[config.mk]
export PLATFORM = sky130hd
export DESIGN_NAME = lcd1602_bus_receiver
export DESIGN_NICKNAME = d
export VERILOG_FILES = /design/src/rtl/lcd1602_bus_receiver.sv
export SDC_FILE = /design/constraint.sdc
export NUM_CORES = 1
export LEC_CHECK = 0
export BUFFER_PORTS_ARGS = -buffer_cell sky130_fd_sc_hd__buf_2
export CAP_MARGIN = 20
export CORE_UTILIZATION = 45
export CTS_CLUSTER_DIAMETER = 30
export DETAILED_ROUTE_END_ITERATION = 10
export PLACE_DENSITY = 0.6
export SLEW_MARGIN = 10
export SYNTH_ARGS = -nofsm -noshare
export SYNTH_HDL_FRONTEND = slang
export SYNTH_SLANG_ARGS = --single-unit
[constraint.sdc]
create_clock -name clk -period 13 [get_ports clk]
set_input_delay 2.6 -clock clk [delete_from_list [all_inputs] [get_ports clk]]
set_output_delay 2.6 -clock clk [all_outputs]
set_load 0.01 [all_outputs]
[src/rtl/lcd1602_bus_receiver.sv]
`timescale 1ns/1ps
`default_nettype none
// ============================================================================
// Module      : lcd1602_bus_receiver
// Description : HD44780-compatible listener on the LCD1602 8-bit bus. Decodes
//               commands and keeps a 2x16 character mirror plus mode flags.
// Revision    : 1.0 - initial release
// ============================================================================
module lcd1602_bus_receiver #(
    parameter int         DATA_BITS  = 8,
    parameter int         NUM_COLS   = 16,
    parameter logic [7:0] BLANK_CHAR = 8'h20
) (
    input  logic                 clk,
    input  logic                 reset,
    input  logic                 lcd_rs,
    input  logic                 lcd_rw,
    input  logic                 lcd_e,
    input  logic [DATA_BITS-1:0] lcd_data,
    input  logic [4:0]           rd_addr,
    output logic [7:0]           rd_char,
    output logic [6:0]           cursor_addr,
    output logic                 display_on,
    output logic                 cursor_on,
    output logic                 blink_on,
    output logic                 entry_inc,
    output logic                 two_line,
    output logic                 busy,
    output logic                 cmd_valid,
    output logic [DATA_BITS-1:0] cmd_code,
    output logic                 err_pulse
);

    localparam int c_DEPTH = 2 * NUM_COLS;

    typedef enum logic [0:0] {
        ST_IDLE       = 1'b0,
        ST_CLEAR_FILL = 1'b1
    } state_t;

    // Bus synchronizers and the captured transfer
    logic                 r_e_s1, r_e_s2, r_e_s3;
    logic                 r_rs_s1, r_rs_s2, r_rw_s1, r_rw_s2;
    logic [DATA_BITS-1:0] r_data_s1, r_data_s2;
    logic                 r_xfer_v, r_xfer_rs, r_xfer_rw;
    logic [DATA_BITS-1:0] r_xfer_data;
    logic                 w_strobe;

    state_t               r_state;
    logic [7:0]           r_mirror [c_DEPTH];
    logic [4:0]           r_fill_idx;
    logic [6:0]           r_ac;
    logic                 r_disp, r_curs, r_blink, r_inc, r_two, r_cgram;
    logic                 r_busy, r_cmd_valid, r_err;
    logic [DATA_BITS-1:0] r_cmd_code;
    logic [4:0]           w_widx;
    logic                 w_visible;

    assign w_strobe  = r_e_s3 & ~r_e_s2;
    assign w_widx    = {r_ac[6], r_ac[3:0]};
    assign w_visible = (r_ac[5:4] == 2'b00);

    // Next address counter value; out-of-range addresses restart at 0x00
    function automatic logic [6:0] step_ac(input logic [6:0] ac, input logic inc,
                                           input logic two);
        logic [6:0] nxt;
        nxt = ac;
        if (two) begin
            if (ac > 7'h67 || (ac > 7'h27 && ac < 7'h40)) nxt = 7'h00;
            else if (inc) nxt = (ac == 7'h27) ? 7'h40 : ((ac == 7'h67) ? 7'h00 : ac + 7'd1);
            else          nxt = (ac == 7'h00) ? 7'h67 : ((ac == 7'h40) ? 7'h27 : ac - 7'd1);
        end else begin
            if (ac > 7'h4F) nxt = 7'h00;
            else if (inc) nxt = (ac == 7'h4F) ? 7'h00 : ac + 7'd1;
            else          nxt = (ac == 7'h00) ? 7'h4F : ac - 7'd1;
        end
        return nxt;
    endfunction

    always_ff @(posedge clk or posedge reset) begin
        if (reset) begin
            r_e_s1      <= 1'b0;
            r_e_s2      <= 1'b0;
            r_e_s3      <= 1'b0;
            r_rs_s1     <= 1'b0;
            r_rs_s2     <= 1'b0;
            r_rw_s1     <= 1'b0;
            r_rw_s2     <= 1'b0;
            r_data_s1   <= '0;
            r_data_s2   <= '0;
            r_xfer_v    <= 1'b0;
            r_xfer_rs   <= 1'b0;
            r_xfer_rw   <= 1'b0;
            r_xfer_data <= '0;
        end else begin
            r_e_s1    <= lcd_e;
            r_e_s2    <= r_e_s1;
            r_e_s3    <= r_e_s2;
            r_rs_s1   <= lcd_rs;
            r_rs_s2   <= r_rs_s1;
            r_rw_s1   <= lcd_rw;
            r_rw_s2   <= r_rw_s1;
            r_data_s1 <= lcd_data;
            r_data_s2 <= r_data_s1;
            r_xfer_v  <= w_strobe;
            if (w_strobe) begin
                r_xfer_rs   <= r_rs_s2;
                r_xfer_rw   <= r_rw_s2;
                r_xfer_data <= r_data_s2;
            end
        end
    end

    always_ff @(posedge clk or posedge reset) begin
        if (reset) begin
            r_state     <= ST_IDLE;
            for (int i = 0; i < c_DEPTH; i++) r_mirror[i] <= BLANK_CHAR;
            r_fill_idx  <= '0;
            r_ac        <= '0;
            r_disp      <= 1'b0;
            r_curs      <= 1'b0;
            r_blink     <= 1'b0;
            r_inc       <= 1'b1;
            r_two       <= 1'b0;
            r_cgram     <= 1'b0;
            r_busy      <= 1'b0;
            r_cmd_valid <= 1'b0;
            r_cmd_code  <= '0;
            r_err       <= 1'b0;
        end else begin
            r_cmd_valid <= 1'b0;
            r_err       <= 1'b0;
            case (r_state)
                ST_IDLE: begin
                    if (r_xfer_v) begin
                        if (r_xfer_rw) begin
                            r_err <= 1'b1;
                        end else if (!r_xfer_rs) begin
                            casez (r_xfer_data)
                                8'b1???????: begin
                                    r_ac    <= r_xfer_data[6:0];
                                    r_cgram <= 1'b0;
                                end
                                8'b01??????: begin
                                    r_cgram <= 1'b1;
                                    r_err   <= 1'b1;
                                end
                                8'b001?????: begin
                                    r_two <= r_xfer_data[3];
                                    if (!r_xfer_data[4]) r_err <= 1'b1;
                                end
                                8'b0001????: begin
                                    if (r_xfer_data[3]) r_err <= 1'b1;
                                    else r_ac <= step_ac(r_ac, r_xfer_data[2], r_two);
                                end
                                8'b00001???: begin
                                    r_disp  <= r_xfer_data[2];
                                    r_curs  <= r_xfer_data[1];
                                    r_blink <= r_xfer_data[0];
                                end
                                8'b000001??: begin
                                    r_inc <= r_xfer_data[1];
                                    if (r_xfer_data[0]) r_err <= 1'b1;
                                end
                                8'b0000001?: begin
                                    r_ac    <= '0;
                                    r_cgram <= 1'b0;
                                end
                                8'b00000001: begin
                                    r_ac       <= '0;
                                    r_inc      <= 1'b1;
                                    r_cgram    <= 1'b0;
                                    r_busy     <= 1'b1;
                                    r_fill_idx <= '0;
                                    r_state    <= ST_CLEAR_FILL;
                                end
                                default: ;
                            endcase
                            if (r_xfer_data != '0) begin
                                r_cmd_valid <= 1'b1;
                                r_cmd_code  <= r_xfer_data;
                            end
                        end else if (!r_cgram) begin
                            if (w_visible) r_mirror[w_widx] <= r_xfer_data;
                            r_ac <= step_ac(r_ac, r_inc, r_two);
                        end
                    end
                end
                ST_CLEAR_FILL: begin
                    // Any transfer arriving during the fill is lost
                    if (r_xfer_v) r_err <= 1'b1;
                    r_mirror[r_fill_idx] <= BLANK_CHAR;
                    r_fill_idx <= r_fill_idx + 5'd1;
                    if (r_fill_idx == 5'(c_DEPTH - 1)) begin
                        r_busy  <= 1'b0;
                        r_state <= ST_IDLE;
                    end
                end
                default: r_state <= ST_IDLE;
            endcase
        end
    end

    assign rd_char     = r_mirror[rd_addr];
    assign cursor_addr = r_ac;
    assign display_on  = r_disp;
    assign cursor_on   = r_curs;
    assign blink_on    = r_blink;
    assign entry_inc   = r_inc;
    assign two_line    = r_two;
    assign busy        = r_busy;
    assign cmd_valid   = r_cmd_valid;
    assign cmd_code    = r_cmd_code;
    assign err_pulse   = r_err;

endmodule
`default_nettype wire

==> impl_summary.md, run 1 <==
Floorplanning
From left edge to right edge, the die measures 185 um. The floorplan die height is approximately 190 um. The area of the die is 34,400 um^2. Row generation in the floorplan step produced 66 rows.

The core region is 32,800 um^2. The starting density of the core is 0.462. During I/O placement, the number of pins put on the boundary was 49.

Setup path
The beginning of the worst register-to-register path is r_state. The peak per-stage delay on the critical path is just over 0.7 ns. The endpoint identified for the worst register-to-register timing path is r_mirror[118]. STA puts the critical path data arrival time at approximately 5.3 ns.

The nature of the critical path startpoint is an input pin. Counting both buffers and inverters, the worst setup path holds a total of 3. The class of the most critical setup path is input pin to output port. The largest individual stage delay along the critical path comes from the cell buf_4. For the worst setup path, the data required time is roughly 10 ns.

The kind of cell with the highest combined delay along the critical path is multiplexers. For the worst flop-to-flop path, the logic depth is 7. The maximum net fanout on the critical path is between 40 and 50. The worst setup path is captured at an output port.

Across all register-to-register paths, the minimum setup slack is roughly 9.6 ns. Traced cell by cell, the critical path runs through buf_4 > buf_4 > mux4_2 > mux4_2 > mux2_2 > buf_2.

Power and ir drop
The share of total power dissipated in sequential elements is 0.329. The maximum vdd drop is 0.109 mV. The share of total power consumed by net switching is 0.288. The ratio of total power to cell area is 194 nW/um^2. The switching power is 0.00102 W.

The static leakage is 8.11 nW. Power comes to approximately 0.0035 W. The combinational power share is 0.156. The internal power is between 0.002 and 0.003 W. The clock share of power is 0.515.

Routing
The first detailed-routing pass ran for 5 iterations. The routed length per placed instance is around 27 um. The detailed router finished its first iteration with 1,377 violations. The via density per instance is 6.48.

After detailed routing, the number of remaining DRC violations is 0. The number of nets with antenna violations after detailed routing is 0. Summing over every cut layer, the via total after detailed routing is 11,309. Wires add up to 46,300 um.

Global routing
The final global-route overflow total is 0. For this run, the total global-route usage over all layers was measured as 0.282. The via count of the first global-routing pass is 11,065. The first global-routing pass estimated between 70,000 and 80,000 um of wire.

Entering global routing, the biggest net connects 186 pins. The initial antenna violation count is 0.

Placement
The minimum setup slack after placement is ~5 ns. The HPWL reported at the end of detailed placement is 29,000 um. The total of buffers placed on input and output ports is 48. The congestion estimate from routability-driven global placement came to just over 0.9.

Clock network
Post-CTS timing repair inserted 0 buffers for setup. The H-tree generated during clock tree synthesis spans 3 levels. The clock drives 320 sinks. The clock root buffer is clkbuf_16.

Clock-pin slew was measured on the worst setup and hold paths at 0.05 ns. The clock tree buffer depth is 3. The clock buffer count from CTS is between 70 and 80.

The clock latency at the later pin of the worst-skew pair is around 0.57 ns. Once the clock tree was built, the resizer swapped 0 gates to a different size. TritonCTS built the clock tree. The number of hold-repair buffers added at the cts stage is 0.

STA
Setup repair after global routing left no endpoint under its margin. Static timing analysis puts the maximum clock frequency at 126 MHz. The post-route setup TNS is 0 ns. The minimum setup slack in the final design is 5.08 ns. For the pin with the worst max-slew slack, the measured transition is roughly 1.1 ns. The time the worst path needs with I/O delays and setup is between 7 and 8 ns. Of the available clock period, the critical path in the final layout requires 0.609.

The final-layout worst hold slack is 0.345 ns. The number of failing setup endpoints in the final timing report is 0. The count of final hold-check violations was 0. Clock skew on the completed layout was measured at ~0.018 ns. The number of slew-limit violations in the final report is 0.

In this run the tightest slew margin relative to its limit is 0.253.

Job
Across the run, the number of max-cap violations was 0.

Synthesis
The share of the synthesized area in the top cell type is 0.474. The net count after synthesis is ~1,200. The commonest cells after synthesis are dfrtp_1 (287), a22o_1 (225), mux4_2 (80), clkbuf_1 (58), nand2_1 (54). In the post-synthesis netlist, the biggest area contributors are dfrtp_1 (47%), a22o_1 (13%), mux4_2 (12%). The total number of yosys warnings is 0. The post-synthesis cell area is 15,100 um^2. The leading register cell type out of synthesis is dfrtp_1. Among all cell types in the netlist, the one instantiated most often is dfrtp_1.

In this run, distinct cell masters in the synthesized netlist total 73. After technology mapping, the gate count stands at 1,195. The proportion of register bits with asynchronous set or reset after synthesis is 1.00. The library cell occupying the most area in the post-synthesis netlist is dfrtp_1. The number of register bits inferred by synthesis is 320.

The synthesized design contains 0 enable-type register cells. For this run, the register share of the synthesized area comes to 0.532. The mean instance size in the synthesized netlist is 12.7 um^2.

Outcome
The run finished with clean final reports.

Hold path
In this run the most critical hold path is launched from r_data_s1[0]. The worst hold-check path type is register to register. The worst hold path was traced through 0 stages. The worst hold path terminates at r_data_s2[0].

Finish
The count of nets after finishing is 1,269. The core utilization of the finished layout is 0.554. From synthesis to final layout, the design area changed by 20.0%.

In the final layout, the share of cells above drive strength 1 is 0.275.
==> how the worst max path moves through the flow <==
stage                     from    endpoint  slack, ns  cells after the start
global route        rd_addr[0]  rd_char[2]       4.84                      6
detailed placement  rd_addr[0]  rd_char[1]       5.02                      6
global placement    rd_addr[0]  rd_char[2]       5.08                      6
finish              rd_addr[0]  rd_char[2]       5.08                      6
CTS                 rd_addr[0]  rd_char[1]       5.02                      6
floorplan                reset    blink_on       1.60                      1
==> layout make-up <==
class	instances	area, um^2
Antenna cell	1	2.50
Inverter	49	191
Fill cell	2702	14600
Multi-Input combinational cell	730	6490
Sequential cell	320	8050
Clock inverter	34	368
Clock buffer	100	2100
Tap cell	442	553
Timing Repair Buffer	68	405
==> layout by cell type (no fill, tap or decap), types with 6 or more instances in the layout <==
cell type and count:
dfrtp_1 286, a22o_1 225, mux4_2 80, clkbuf_16 77
nand2_1 54, inv_1 47, buf_2 47, o21ai_0 46
a22oi_1 35, a21oi_1 34, dfstp_2 33, nor2_1 31
nor2_2 22, buf_4 20, nor3_1 19, mux2_2 16
clkbuf_1 14, and2_1 13, clkinv_2 13, a31oi_1 12
nand3_1 12, ha_1 10, clkbuf_8 9, nor3b_1 8
and3_1 8, clkinvlp_4 7, xnor2_1 6, clkinv_4 6
bufinv_16 6
==> cells by family (layout without fill, tap and decap cells) <==
group / Yosys count / in the layout / synth area share
other cells: 0 / 1 / 0
fa+ha+maj: 10 / 10 / 0.00826
compound gates: 408 / 408 / 0.210
simple gates: 205 / 205 / 0.0726
flops: 320 / 320 / 0.532
buf+inv: 145 / 251 / 0.0398
mux: 98 / 98 / 0.132
xor+xnor: 9 / 9 / 0.00521
==> state kept, by name, summed over array words and instances (netlist names), 5 cells and up <==
signal,count
cmd_code,8
cursor_addr,7
r_data_s1,8
r_data_s2,8
r_fill_idx,5
r_mirror,256
r_xfer_data,8
==> routing by layer <==
| layer | part of all wire | up-vias | global-route usage |
|---|---|---|---|
| met3 | 0.073 | 100 | 0.0608 |
| met2 | 0.46 | 578 | 0.428 |
| met4 | 0.035 | 0 | 0.111 |
| met5 | 0 | - | 0 |
| met1 | 0.43 | 5885 | 0.395 |
| li1 | - | 4746 | - |
==> power groups by stage <==
stage | combinational [W] | sequential (W) | clock (W)
3_5_place_dp | 0.000540 | 0.00117 | 0
2_1_floorplan | 0.000420 | 0.00113 | 0
4_1_cts | 0.000543 | 0.00116 | 0.00184
6_report | 0.000550 | 0.00116 | 0.00182
5_1_grt | 0.000601 | 0.00117 | 0.00189
3_3_place_gp | 0.000535 | 0.00117 | 0
==> through the flow <==
step / std cells / cell area [um^2]
floorplan: 1195 / 15100
global placement: 1606 / 15700
detailed placement: 1607 / 15700
CTS: 1741 / 18100
global route: 1743 / 18200
finish: 1744 / 18200
Note: power is estimated with default switching activity, not from simulation.
==> inputs of run 2 (changes only) <==
--- a/config.mk
+++ b/config.mk
@@ -10,7 +10,7 @@
 export CORE_UTILIZATION = 45
 export CTS_CLUSTER_DIAMETER = 30
 export DETAILED_ROUTE_END_ITERATION = 10
-export PLACE_DENSITY = 0.6
+export PLACE_DENSITY = 0.62
 export SLEW_MARGIN = 10
 export SYNTH_ARGS = -nofsm -noshare
 export SYNTH_HDL_FRONTEND = slang
==> constraint.sdc (replaced) <==
create_clock -name clk -period 7.2 [get_ports clk]
set_input_delay 1.44 -clock clk [delete_from_list [all_inputs] [get_ports clk]]
set_output_delay 1.44 -clock clk [all_outputs]
set_load 0.01 [all_outputs]
==> impl_summary.md, run 2 (synthesis gave the netlist of run 1 again) <==
Outcome
The flow ran to the end, and the final reports show no timing, DRC or antenna violations.

Finish
The fraction of final layout cells sized beyond drive strength 1 is 0.274. In the layout the commonest cells are dfrtp_1 (286), a22o_1 (225), mux4_2 (80). The number of flip-flops in the largest register is 256. For this run, the share of the core covered by cells in the final layout is 0.556.

The most common library cell in the layout ignoring fill and taps is dfrtp_1. The count of nets after finishing is 1,265. The total of fill cells in the finished design is 2,696.

The top register by number of flip-flops is r_mirror. The number of antenna diodes in the final layout is 0. The layout overhead on the synthesized area is 20.3%.

Clock network
The clock latency at the later pin of the worst-skew pair is 0.58 ns. The number of hold-repair buffers added at the cts stage is 0. The clock tree buffer depth is 3.

The clock buffer count from CTS is 71. The number of buffers inserted to repair setup after CTS is 0. The clock drives 320 sinks. The post-CTS clock slew at the launch and capture registers of the worst setup and hold paths is roughly 0.05 ns. The count of cells resized by post-cts repair is 0. In this run the number of H-tree levels came out at 3. The CTS tree is yes.

Clock tree synthesis selected as its root buffer the cell clkbuf_16.

Floorplanning
After floorplanning, the core was divided into 66 placement rows. In this run the standard cell core region covers between 30,000 and 40,000 um^2. The floorplan step set the die height to roughly 190 um.

The width of the die is 185 um. The area of the die is 34,400 um^2. The count of boundary I/O pins is roughly 50. For this configuration, the core starts out at a cell density of 0.462.

Setup path
The class of the most critical setup path is input pin to output port. Of all nets on the critical path, the largest fanout is 47. The critical register-to-register path endpoint is r_mirror[113].

The register-to-register path setup slack is ~3.7 ns. The worst setup path is captured at an output port. For the worst flop-to-flop path, the logic depth is 7. The required time at the worst-slack endpoint is 5.76 ns. In this run the critical register-to-register path is launched from r_state.

The signal arrival time at the worst endpoint is 4.06 ns. The nature of the critical path startpoint is an input pin.

STA
The final setup skew is 0.0199 ns. In this run the tightest slew margin relative to its limit is 0.176. Derived from the worst setup path, the maximum achievable clock frequency is 182 MHz. The tightest hold path in the finished design has a slack of 0.335 ns. In the finished design, the share of the clock period the worst path needs comes to 0.764.

The count of final hold-check violations came to 0. Setup repair after global routing left no endpoint under its margin. After layout, the worst setup slack is between 1.5 and 2 ns.

The number of slew-limit violations in the final report is 0. The time the worst path needs with I/O delays and setup is 5.50 ns. For the pin with the worst max-slew slack, the measured transition is between 1 and 1.5 ns. Setup violations remaining at the end of the flow were counted as 0.

The post-route setup TNS is 0 ns.

Global routing
The pin count of the biggest net entering global routing is 145. The total overflow left after global routing is 0. The first global-routing pass estimated roughly 71,000 um of wire.

The via count of the first global-routing pass is 11,129. The initial antenna violation count is 1. The global-route total usage across every layer is 0.283.

Hold path
In this run the most critical hold path is launched from r_rw_s1. The worst hold endpoint is r_rw_s2. The worst hold-check path type is register to register.

The worst hold path stage count is 0.

Routing
The routed layout has 11,380 vias. In this run the remaining antenna-violating nets after routing total 0. Before antenna repair, the detailed router went through 5 iterations.

In the routed design, unresolved DRC markers number 0. The total wire length is 46,500 um. The routed length per placed instance is 26.8 um. The via density per instance is 6.55.

The number of DRC markers after the initial detailed-route iteration is roughly 1,300.

Job
The number of max-cap violations is 0.

Placement
Port buffering added 48 buffers. The wire-length estimate of the detail-placed layout is between 20,000 and 30,000 um. The minimum setup slack after placement is 1.72 ns. At the end of routability-driven placement, the weighted congestion stood at just over 0.9.

Power and ir drop
The ratio of total power to cell area is 357 nW/um^2. Overall power consumption after layout is estimated at 0.00650 W. VDD sags by at most between 0.2 and 0.25 mV. The static leakage is 8.13 nW.
[run 2: cell count changes in the layout (fill, tap and decap cells not counted), sizes merged]
cell,before,now
diode,1,0
clkbuf,100,92
buf,68,65
clkinv,20,16
clkinvlp,7,5
bufinv,6,10
inv,50,57
[run 2: cell type report]
class	instances	area (um^2)	share of cell area
sequential	320	8050	0.442
multi-input combinational	730	6490	0.356
clock buffer	92	1980	0.109
clock inverter	39	574	0.0315
tap	442	553	0.0304
timing repair buffer	65	383	0.0210
inverter	49	188	0.0103
[run 2: routing by layer]
metal	track usage	up-vias	routed length (um)
met5	0	-	13
met4	0.157	2	2560
met3	0.0541	140	3470
met2	0.425	612	21300
met1	0.385	5893	19200
li1	-	4733	-
[run 2: worst max path at each step]
stage / startpoint / to / slack [ns] / depth (start not counted)
floorplan: reset / blink_on / 1.52 / 1
global placement: rd_addr[0] / rd_char[0] / 1.77 / 6
detailed placement: rd_addr[0] / rd_char[0] / 1.72 / 6
CTS: rd_addr[1] / rd_char[6] / 1.72 / 6
global route: rd_addr[0] / rd_char[6] / 1.59 / 6
finish: rd_addr[1] / rd_char[6] / 1.70 / 6
[run 2: power breakdown]
part	switching (W)	internal [W]	total [W]	leakage [nW]
combinational	0.000618	0.000346	0.000964	2.65
sequential	0.000191	0.00194	0.00213	4.24
clock	0.00109	0.00232	0.00341	1.24
total	0.00190	0.00461	0.00650	8.13
[run 2: critical path, stage by stage]
cell and delay, ns:
buf_2 0.82, buf_4 0.41, mux4_2 0.36, mux4_2 0.51, mux2_2 0.31, buf_2 0.15
[run 2: per-stage QoR]
stage | area (um^2) | instances
3_5_place_dp | 15700 | 1605
4_1_cts | 18200 | 1736
2_1_floorplan | 15100 | 1195
3_3_place_gp | 15600 | 1604
6_report | 18200 | 1737
5_1_grt | 18200 | 1737
==> inputs of run 3 (changes only) <==
--- a/config.mk
+++ b/config.mk
@@ -10,7 +10,7 @@
 export CORE_UTILIZATION = 45
 export CTS_CLUSTER_DIAMETER = 30
 export DETAILED_ROUTE_END_ITERATION = 10
-export PLACE_DENSITY = 0.62
+export PLACE_DENSITY = 0.6
 export SLEW_MARGIN = 10
 export SYNTH_ARGS = -nofsm -noshare
 export SYNTH_HDL_FRONTEND = slang
==> constraint.sdc (replaced) <==
create_clock -name clk -period 5.3 [get_ports clk]
set_input_delay 1.06 -clock clk [delete_from_list [all_inputs] [get_ports clk]]
set_output_delay 1.06 -clock clk [all_outputs]
set_load 0.01 [all_outputs]
==> impl_summary.md, run 3 (synthesis gave the netlist of run 1 again) <==
Outcome
The run finished with clean final reports.

Clock network
The clock root buffer is clkbuf_16. The CTS H-tree depth is 3. CTS saw between 300 and 400 sinks.

After clock tree synthesis, the repair step resized 0 gates. For the worst-skew pair, the clock arrives at the later sink with an insertion delay of 0.59 ns. After clock tree synthesis, the clock-pin slew on the worst setup and hold paths is 0.05 ns.

The number of buffers inserted to repair setup after CTS is 0. The number of clock buffers added by TritonCTS is 73. The clock passes through at most 3 buffers. After clock tree synthesis, the flow added hold-fix buffers numbering 0. TritonCTS built the clock tree.

STA
The number of slew-limit violations in the final report is 0. The count of final hold-check violations is 0. The post-route setup TNS is 0 ns.

Measured against its own limit, the worst slew margin works out to 0.244. The maximum operating frequency is 236 MHz. Setup repair after global routing left no endpoint under its margin. The time the worst path needs with I/O delays and setup is around 4.2 ns. Setup violations remaining at the end of the flow were counted as 0.

In the finished design, the share of the clock period the worst path needs comes to 0.800. For the pin with the worst max-slew slack, the measured transition is 1.13 ns. For the final database, setup skew stands at 0.0204 ns.

Finish
The library cells used most frequently in the layout, excluding fill and tap cells, are dfrtp_1 (285), a22o_1 (225), mux4_2 (80). The most common library cell in the layout ignoring fill and taps is dfrtp_1. The register with the most flip-flops in the layout has 256 of them. For this run, the share of the core covered by cells in the final layout is 0.555. Ranked by flip-flop count, first place goes to r_mirror. The number of inserted diodes is 0. The count of nets after finishing is 1,265. Relative to the synthesized area, the layout overhead comes to 20.2%. The total of fill cells in the finished design is 2,732. The fraction of final layout cells sized beyond drive strength 1 is 0.280.

Global routing
The final global-route overflow total is 0. In the global route stage, overall resource usage came out at 0.292. Entering global routing, the biggest net connects about 180 pins. The first global-routing pass estimated around 73,000 um of wire. The via count of the first global-routing pass is 11,189. The initial antenna violation count came to 0.

Floorplanning
The core region is 32,800 um^2. The number of rows created at floorplan is 66. The starting density of the core is 0.462. The floorplan die height is 185 um.

The die covers 34,400 um^2. In this run the count of I/O pins placed on the die edge is 49. The width of the die is between 150 and 200 um.

Routing
The number of nets with antenna violations after detailed routing is 0. The total wire length is between 40,000 and 50,000 um. For this run, the detailed router's first-pass iteration total came to 7. The via count is 11,362. The number of DRC markers after the initial detailed-route iteration is 1,311.

The number of remaining DRC errors is 0. Using the TritonRoute via totals, the vias-per-cell ratio works out to 6.54. The routed length per placed instance is between 20 and 30 um.

Job
The tool flagged a number of max-cap violations equal to 0.

Setup path
The class of the most critical setup path is input pin to output port. At the worst endpoint, the arrival time is 3.18 ns. The critical path endpoint category is an output port. The maximum net fanout on the critical path is 64.

The nature of the critical path startpoint is an input pin. Data on the critical path is required at its endpoint by 4.24 ns.

Power and ir drop
The share of total power dissipated in the clock network is 0.517. IR analysis of the VDD net gives a maximum drop of 0.300 mV. Of the total power, combinational logic draws 0.150. For this design the ratio of total power to cell area is 481 nW/um^2. The static leakage is 8.10 nW. For this design the total switching power over the nets is 0.00262 W. The register share of total power is 0.334. The share of total power consumed by net switching is 0.299. Internal power comes to 0.00614 W.

Hold path
The worst hold-check path type is register to register.

Placement
The HPWL reported at the end of detailed placement is 30,700 um. The count of buffers added on input and output ports is 48. At the end of routability-driven placement, the weighted congestion stood at 0.947.
run 3: cell types whose count changed in the layout (fill, tap and decap cells not counted):
cell        change
clkbuf_1        -6
clkinv_2        +6
clkinvlp_4      +6
buf_4           -4
bufinv_16       -4
buf_12          +2
clkbuf_16       +2
clkbuf_8        +2
clkinv_4        +2
clkinv_8        -2
inv_6           -2
dfrtp_1         -1
dfrtp_2         +1
inv_8           -1
run 3: area by class of cell:
type,count,area [um^2],share of cell area
Clock inverter,44,485,0.0267
Inverter,49,188,0.0103
Multi-Input combinational cell,730,6490,0.357
Tap cell,442,553,0.0304
Sequential cell,320,8050,0.443
Timing Repair Buffer,63,393,0.0216
Clock buffer,90,2030,0.112
run 3: path summary, 6_finish.rpt:
| path | from | endpoint | slack, ns | depth (start not counted) |
|---|---|---|---|---|
| max | rd_addr[0] | rd_char[0] | 1.06 | 6 |
| min | r_rs_s1 | r_rs_s2 | 0.34 | 0 |
| max reg2reg | r_state | r_mirror[51] | 2.01 | 6 |
| min reg2reg | r_rs_s1 | r_rs_s2 | 0.34 | 0 |
| max in group asynchronous | reset | r_mirror[129] | 3.79 | 3 |
| min in group asynchronous | reset | r_mirror[18] | 0.77 | 3 |
run 3: critical path, cell delays in order:
cell and delay (ns):
buf_4 0.09, buf_12 0.35, mux4_2 0.59, mux4_2 0.52, mux2_2 0.32, buf_2 0.15
run 3: routing by layer:
layer | vias to the layer above | track usage | share of wire
met1 | 5840 | 0.396 | 0.41
met2 | 645 | 0.438 | 0.46
met3 | 153 | 0.0615 | 0.078
met5 | - | 0 | 0
met4 | 0 | 0.164 | 0.054
li1 | 4724 | - | -
run 3: power groups by stage:
stage	registers (W)	logic, W	clock network, W
after floorplan	0.00278	0.00103	0
after global routing	0.00294	0.00144	0.00472
after global placement	0.00295	0.00129	0
after detailed placement	0.00294	0.00130	0
after CTS	0.00291	0.00130	0.00458
final	0.00292	0.00131	0.00453
run 3: metrics by stage:
stage          power (W)  hold WS [ns]  setup slack (ns)  instance area, um^2  cells
2_1_floorplan    0.00381         0.331          0.000145                15100   1195
3_3_place_gp     0.00423         0.333              1.10                15700   1604
3_5_place_dp     0.00424         0.335              1.05                15700   1604
4_1_cts          0.00879         0.337              1.05                18200   1738
5_1_grt          0.00910         0.335             0.980                18200   1738
6_report         0.00876         0.336              1.06                18200   1738
